## src/rtl/id_issue_stage.sv

```systemverilog
// RV32I-subset decode/issue stage: combinational decode of the fetched word, registered
// bundle to execute through a main register plus one skid entry so in_ready stays registered.
module id_issue_stage #(
   parameter int CNT_W = 16
) (
   input  logic             clk,
   input  logic             rst_n,
   input  logic             flush,
   input  logic             in_valid,
   output logic             in_ready,
   input  logic [31:0]      in_instr,
   input  logic [31:0]      in_pc,
   output logic             out_valid,
   input  logic             out_ready,
   output logic [31:0]      out_pc,
   output logic [1:0]       ALUOp,
   output logic [2:0]       funct3,
   output logic             funct7,
   output logic             ALUSrc,
   output logic [31:0]      imm32,
   output logic [4:0]       rs1,
   output logic [4:0]       rs2,
   output logic [4:0]       rd,
   output logic             RegWrite,
   output logic             MemRead,
   output logic             MemWrite,
   output logic             MemtoReg,
   output logic             Branch,
   output logic             illegal,
   output logic [CNT_W-1:0] issue_count
);

   typedef enum logic [1:0] {
      EMPTY = 2'd0,
      ONE   = 2'd1,
      TWO   = 2'd2
   } state_t;

   typedef struct packed {
      logic [31:0] pc;
      logic [1:0]  alu_op;
      logic [2:0]  f3;
      logic        f7;
      logic        alu_src;
      logic [31:0] imm;
      logic [4:0]  rs1;
      logic [4:0]  rs2;
      logic [4:0]  rd;
      logic        reg_write;
      logic        mem_read;
      logic        mem_write;
      logic        mem_to_reg;
      logic        branch;
      logic        illegal;
   } bundle_t;

   state_t     state_r;
   state_t     state_next_s;
   bundle_t    dec_s;
   bundle_t    main_r;
   bundle_t    skid_r;
   logic       acc_s;
   logic       con_s;
   logic       load_main_s;
   logic       load_skid_s;
   logic       skid_to_main_s;
   logic [6:0] opcode_s;
   logic [6:0] f7_full_s;
   logic [2:0] f3_s;

   assign in_ready  = (state_r != TWO);
   assign out_valid = (state_r != EMPTY);
   assign acc_s     = in_valid && in_ready;
   assign con_s     = out_valid && out_ready;

   assign opcode_s  = in_instr[6:0];
   assign f3_s      = in_instr[14:12];
   assign f7_full_s = in_instr[31:25];

   // Decode of the offered instruction; unsupported encodings flow through with controls cleared
   always_comb begin
      dec_s            = '0;
      dec_s.pc         = in_pc;
      dec_s.f3         = f3_s;
      dec_s.rs1        = in_instr[19:15];
      dec_s.rs2        = in_instr[24:20];
      dec_s.rd         = in_instr[11:7];
      dec_s.illegal    = 1'b1;
      case (opcode_s)
         7'b0110011: begin
            if (((f3_s == 3'b000) && ((f7_full_s == 7'b0000000) || (f7_full_s == 7'b0100000))) ||
                (((f3_s == 3'b110) || (f3_s == 3'b111)) && (f7_full_s == 7'b0000000))) begin
               dec_s.illegal   = 1'b0;
               dec_s.alu_op    = 2'b10;
               dec_s.f7        = in_instr[30];
               dec_s.reg_write = 1'b1;
            end else begin
               dec_s.illegal   = 1'b1;
            end
         end
         7'b0010011: begin
            if ((f3_s == 3'b000) || (f3_s == 3'b110) || (f3_s == 3'b111)) begin
               dec_s.illegal   = 1'b0;
               dec_s.alu_op    = 2'b10;
               dec_s.alu_src   = 1'b1;
               dec_s.reg_write = 1'b1;
               dec_s.imm       = {{20{in_instr[31]}}, in_instr[31:20]};
            end else begin
               dec_s.illegal   = 1'b1;
            end
         end
         7'b0000011: begin
            if (f3_s == 3'b010) begin
               dec_s.illegal    = 1'b0;
               dec_s.alu_src    = 1'b1;
               dec_s.mem_read   = 1'b1;
               dec_s.mem_to_reg = 1'b1;
               dec_s.reg_write  = 1'b1;
               dec_s.imm        = {{20{in_instr[31]}}, in_instr[31:20]};
            end else begin
               dec_s.illegal    = 1'b1;
            end
         end
         7'b0100011: begin
            if (f3_s == 3'b010) begin
               dec_s.illegal   = 1'b0;
               dec_s.alu_src   = 1'b1;
               dec_s.mem_write = 1'b1;
               dec_s.imm       = {{20{in_instr[31]}}, in_instr[31:25], in_instr[11:7]};
            end else begin
               dec_s.illegal   = 1'b1;
            end
         end
         7'b1100011: begin
            if (f3_s == 3'b000) begin
               dec_s.illegal = 1'b0;
               dec_s.alu_op  = 2'b01;
               dec_s.branch  = 1'b1;
               dec_s.imm     = {{19{in_instr[31]}}, in_instr[31], in_instr[7],
                                in_instr[30:25], in_instr[11:8], 1'b0};
            end else begin
               dec_s.illegal = 1'b1;
            end
         end
         default: begin
            dec_s.illegal = 1'b1;
         end
      endcase
   end

   // Occupancy state register
   always_ff @(posedge clk or negedge rst_n) begin
      if (!rst_n) begin
         state_r <= EMPTY;
      end else begin
         state_r <= state_next_s;
      end
   end

   // Next occupancy; flush wins over any same-cycle acceptance
   always_comb begin
      state_next_s = state_r;
      if (flush) begin
         state_next_s = EMPTY;
      end else begin
         case (state_r)
            EMPTY:   state_next_s = acc_s ? ONE : EMPTY;
            ONE: begin
               if (acc_s && !con_s) begin
                  state_next_s = TWO;
               end else if (!acc_s && con_s) begin
                  state_next_s = EMPTY;
               end else begin
                  state_next_s = ONE;
               end
            end
            TWO:     state_next_s = con_s ? ONE : TWO;
            default: state_next_s = EMPTY;
         endcase
      end
   end

   // Register load enables derived from state and handshakes
   always_comb begin
      load_main_s    = 1'b0;
      load_skid_s    = 1'b0;
      skid_to_main_s = 1'b0;
      if (flush) begin
         load_main_s    = 1'b0;
      end else begin
         load_main_s    = acc_s && ((state_r == EMPTY) || ((state_r == ONE) && con_s));
         load_skid_s    = acc_s && (state_r == ONE) && !con_s;
         skid_to_main_s = (state_r == TWO) && con_s;
      end
   end

   // Main (output) and skid bundle registers
   always_ff @(posedge clk or negedge rst_n) begin
      if (!rst_n) begin
         main_r <= '0;
         skid_r <= '0;
      end else begin
         if (load_main_s) begin
            main_r <= dec_s;
         end else if (skid_to_main_s) begin
            main_r <= skid_r;
         end else begin
            main_r <= main_r;
         end
         if (load_skid_s) begin
            skid_r <= dec_s;
         end else begin
            skid_r <= skid_r;
         end
      end
   end

   // Consumed-bundle counter, wraps freely; a flush cycle still counts its consumption
   always_ff @(posedge clk or negedge rst_n) begin
      if (!rst_n) begin
         issue_count <= '0;
      end else if (con_s) begin
         issue_count <= issue_count + {{(CNT_W-1){1'b0}}, 1'b1};
      end else begin
         issue_count <= issue_count;
      end
   end

   assign out_pc   = main_r.pc;
   assign ALUOp    = main_r.alu_op;
   assign funct3   = main_r.f3;
   assign funct7   = main_r.f7;
   assign ALUSrc   = main_r.alu_src;
   assign imm32    = main_r.imm;
   assign rs1      = main_r.rs1;
   assign rs2      = main_r.rs2;
   assign rd       = main_r.rd;
   assign RegWrite = main_r.reg_write;
   assign MemRead  = main_r.mem_read;
   assign MemWrite = main_r.mem_write;
   assign MemtoReg = main_r.mem_to_reg;
   assign Branch   = main_r.branch;
   assign illegal  = main_r.illegal;

endmodule

```

## config.mk

```make
export PLATFORM = sky130hd
export DESIGN_NAME = id_issue_stage
export DESIGN_NICKNAME = d
export VERILOG_FILES = /design/src/rtl/id_issue_stage.sv
export SDC_FILE = /design/constraint.sdc
export NUM_CORES = 1
export LEC_CHECK = 0
export ABC_AREA = 1
export CAP_MARGIN = 20
export CORE_ASPECT_RATIO = 1.75
export CORE_MARGIN = 4
export CORE_UTILIZATION = 54
export DETAILED_ROUTE_END_ITERATION = 16
export GPL_TIMING_DRIVEN = 0
export PLACE_DENSITY = 0.88
export SETUP_SLACK_MARGIN = 0.02
export SYNTH_ARGS = -nofsm -noshare
export SYNTH_HDL_FRONTEND = slang
export SYNTH_SLANG_ARGS = --single-unit
```

## constraint.sdc

```tcl
create_clock -name clk -period 2.8 [get_ports clk]
set_clock_uncertainty 0.2 [all_clocks]
set_input_delay 0.7 -clock clk [delete_from_list [all_inputs] [get_ports clk]]
set_output_delay 0.7 -clock clk [all_outputs]
set_load 0.05 [all_outputs]
```

---- Word level (Yosys, flattened, before mapping) ----
Index checks and enable logic that the tools add are counted.
storage, ports and cells
  latch bits .............................. 0
  flip-flop bits (word level) ............. 202
  logic and storage cells ................. 108
  RAM bits ................................ 0
  memories ................................ 0
  memory bits (read-only) ................. 0
  output and inout bits ................... 110
  bits of input ports ..................... 69
operators by class
  reductions and logical operators ........ 25
  $add $sub $neg .......................... 1
  div/mod/pow operators ................... 0
  shift-type cells ........................ 0
  $mul .................................... 0
  bitwise logic cells ..................... 0
  equal/unequal tests ..................... 12
  mux-type cells .......................... 38
  magnitude comparators ................... 0
operators with widths
  operator                                                         number
  92-bit two-way mux                                               2
  32-bit case mux with 4 select lines                              1
  33-bit two-way mux                                               3
  32-bit two-way mux                                               1
  7-bit by 6-bit == test with 1-bit output, second input constant  3
  1-bit two-way mux                                                20
  16-bit by 1-bit adder with 16-bit output, second input constant  1
  2-bit two-way mux                                                6
  2-bit case mux with 3 select lines                               2
  1-bit logical AND                                                11
  7-bit by 2-bit == test with 1-bit output, second input constant  1
  7-bit by 5-bit == test with 1-bit output, second input constant  1
  7-bit == test, second input constant                             1
  7-bit zero test                                                  1
  3-bit == test, second input constant                             2
  1-bit logical OR                                                 6
  1-bit case mux with 3 select lines                               2
  1-bit case mux with 4 select lines                               1
  2-bit nonzero test                                               2
  3-bit by 2-bit == test with 1-bit output, second input constant  1
  3-bit zero test                                                  1
  2-bit by 1-bit == test with 1-bit output, second input constant  1
  2-bit == test, second input constant                             1
  1-bit zero test                                                  2
  other kinds (3)                                                  3

---- Logic depth before layout (Yosys ltp) ----
  word-level depth ........................ 8
  mapped depth ............................ 11
  gate-level depth less buffers ........... 11

---- Worst setup path before layout ----
No wires, ideal clock.
  path type ............................... reg-to-output
  from .................................... reg imm32[30] (netlist name)
  to ...................................... out imm32[13]
  stages on the path, launching flop included .. 2
  path slack .............................. 688 ps
  data arrival time ....................... 1212 ps
  data required time ...................... 1900 ps
  path buffers ............................ 1
  cell sequence ........................... dfrtp_1 > buf_4
RTL lines
  element        line  RTL
  end, declared  20    output logic [31:0] imm32,

---- Worst setup path in the final report ----
  from .................................... reg state_r[0]
  to ...................................... out out_valid
between the ends
  longest elaborated chain between the ends .. 1
ends and longest elaborated chain
  element                 line  RTL
  start, declared         57    state_t state_r;
  start signal, assigned  156   state_r <= state_next_s;
  2-bit nonzero test      72    assign out_valid = (state_r != EMPTY);
  end, declared           13    output logic out_valid,
No other way between the ends.

==> reports/metrics.cfg <==
[placed_design]
pre_cts_slack_ps = -81.40
place_inst = 1194
portBuffers = 178
dpl_cell_area_um2 = 9343
gp_congestion = 0.9158
dpl.hpwl_mm = 14.27

[worst_setup_path]
crit_slowest_cell = clkdlybuf4s50_1
end_kind = primary output
crit_required_ps = 1900
critical_path_class = reg -> out
crit_chain = inv_1 -> nand2_1 -> clkdlybuf4s50_1
cpPeakStageDelay_ps = 810
worst-path-stages = 3
critPathBufInv = 2
r2r_start = state_r[0]
cp_max_fo = 4
arrival_ps = 1780
r2r_end = out_pc[28]
start_kind = flip-flop
reg2regPathDepth = 8
crit_family = buffers and inverters
rrSetupSlack_ps = 640

[timing]
relSlewSlack = 0.5883
setup_viol = 0
hold_viol_final = 0
worst_slack_ps = 121.6
rsz0062_at_grt = false
drv_slew = 0
timing.fmax_mhz = 373.4
holdWs_ps = 264.3
fin_crit_ps = 2678
tightest_slew_ps = 617.5
fin_crit_sh = 0.9566

[cells_and_area]
final_area_um2 = 9992
fin_util = 0.7506
syn2layout_area_growth_pct = 36.68
antenna_cells = 0
n_fill_cell = 937
drive_gt1_frac = 0.08832
fin_cells = 1227
finalNetCount = 1111

[clock_tree]
cts_sinks = 162
cts.clk_slew.worst_paths_ps = 70
numCtsBuffers = 17
cts_tree = built
clock_latency_ps = 420
cts_setup_buffers = 0
h-tree-depth = 4
cts_buffer_depth = 2
root_buffer = clkbuf_16

[floorplan]
fp-row-count = 56
die_w_um = 95.96
die-area_um2 = 15540
die_h_um = 161.9
ioPinCount = 179
start_util = 0.5492
coreArea_um2 = 13310

[yosys]
synth-edff-count = 0
seq_area_frac_synth = 0.5545
syn_inst = 841
yosysWarnings = 0
yosysTopAreaCell = dfrtp_1
synth_top_area_share = 0.5545
avgSynthCellArea_um2 = 8.693
yosys.cell_types.count = 30
async_flop_share = 1.000
dominantRegCellSynth = dfrtp_1
yosys_register_bits = 162
synth.area.top_cells = dfrtp_1 55%, nand2_1 15%, o211ai_1 5.6%
synth_fp_nets = 912
synth_area_um2 = 7311

[detailed_routing]
dr.pass1.iters = 5
avgViaCountPerCell = 5.253
routed_wirelength_mm = 19.98
postRouteAntennaNets = 0
vias = 6445
first_iter_violations = 383
drcViolationCount = 0
wl_per_cell_um = 16.28

[global_route]
grt_antenna_before_repair = 0
grt_pass1_vias = 6678
grt_pass1_wl_mm = 32.58
grt.overflow.total = 0
grtUsageTotal = 0.2728
grt_max_degree = 123

[min_path]
hold_class = reg -> reg
min_path_cells = 1
min_from = issue_count[15]
hold_end = issue_count[15]

[run]
max_cap_violations = 0

[power]
p_leak_nw = 4.972
ir_drop_v = 0.0004789
p_per_area_nw_per_um2 = 775.8

[status]
run_status = completed

[per-stage QoR]
step | total power [W] | TNS [ps]
6_report | 0.007752 | 0
5_1_grt | 0.008091 | 0
4_1_cts | 0.007788 | 0
3_5_place_dp | 0.005152 | -1319
3_3_place_gp | 0.005090 | -905940
2_1_floorplan | 0.004354 | 0
[Yosys cell counts, types with 2 or more instances]
master	n
buf_6	8
buf_2	14
nand3_2	3
buf_1	2
xor2_1	9
buf_4	20
nand3_1	34
inv_2	3
a21boi_0	11
a21oi_1	4
ha_1	2
inv_1	84
nand2_1	295
o21ai_1	5
a31oi_1	6
nor2_1	30
dfrtp_1	162
nor2_2	6
clkbuf_1	13
xnor2_1	5
o211ai_1	55
nand4_1	6
o21ai_0	57
[worst reg2reg max path, delay by kind of cell, from the launching register on]
kind	cells	cell delay [ps]
buffers and inverters	2	780
and+or+nand+nor	5	470
DFF	1	410
AOI/OAI and AO/OA	1	170
[registers in the layout (all words and copies together) (netlist names)]
signal	cells
funct3	3
ALUSrc	1
imm32	13
issue_count	16
RegWrite	1
state_r	2
rs1	5
illegal	1
skid_r	72
MemWrite	1
ALUOp	2
out_pc	32
MemRead	1
funct7	1
rd	5
rs2	5
Branch	1
[repair_timing]
action / in CTS / in global routing
hold buffers: 1 / 0
endpoints found under the setup margin: 21 / 0
endpoints found under the hold margin: 40 / 0
gates resized for setup: 22 / 0
[cells in the final DEF, fill, tap and decap left out, types with 2 or more instances in the layout]
master	n
inv_1	84
buf_2	14
buf_4	20
inv_6	7
dlygate4sd2_1	21
nand4_1	6
o21ai_1	5
clkbuf_16	17
nand2_1	295
inv_2	3
dfrtp_1	161
xor2_1	9
ha_1	2
nor2_2	6
nand3_1	34
a21oi_1	4
clkdlybuf4s50_1	156
buf_6	8
a21boi_0	11
bufinv_16	5
o21ai_0	57
clkbuf_1	13
nand3_2	3
a31oi_1	6
nor2_1	30
o211ai_1	55
xnor2_1	5
buf_1	2
[worst max path at each step]
stage	slack [ps]	endpoint	start
floorplan	690	imm32[13]	imm32[30]
global placement	-5610	rs1[1]	rst_n
detailed placement	-80	out_pc[28]	in_valid
CTS	120	out_valid	state_r[0]
global route	80	out_valid	state_r[0]
finish	120	out_valid	state_r[0]
[where the power goes]
group          switching, W  internal (W)  total, W
logic               0.00133      0.000712   0.00204
clock network       0.00101       0.00161   0.00262
registers          0.000276       0.00282   0.00309
[cell type report]
type | count | area (um^2) | area share
Multi-Input combinational cell | 535 | 2564 | 0.2566
Timing Repair Buffer | 180 | 1798 | 0.1799
Clock inverter | 15 | 239.0 | 0.02392
Inverter | 87 | 326.6 | 0.03268
Buffer | 57 | 366.6 | 0.03669
Tap cell | 174 | 217.7 | 0.02179
Sequential cell | 162 | 4055 | 0.4058
Clock buffer | 17 | 425.4 | 0.04257
[cell families (layout without fill, tap and decap cells)]
| family | after synthesis | after routing | share of synthesized area |
|---|---|---|---|
| xor+xnor | 14 | 14 | 0.01677 |
| fa+ha+maj | 2 | 2 | 0.003422 |
| compound gates | 141 | 141 | 0.1225 |
| simple gates | 378 | 378 | 0.2079 |
| buf+inv | 144 | 356 | 0.09482 |
| flops | 162 | 162 | 0.5545 |
[per-layer routing]
layer | wire length [um] | global-route usage | vias up
met5 | 0 | 0 | -
met4 | 1020 | 0.1509 | 0
met3 | 864 | 0.04310 | 70
met2 | 10630 | 0.4691 | 235
met1 | 7459 | 0.3175 | 3070
li1 | - | - | 3070
Note: power is estimated with default switching activity, not from simulation.
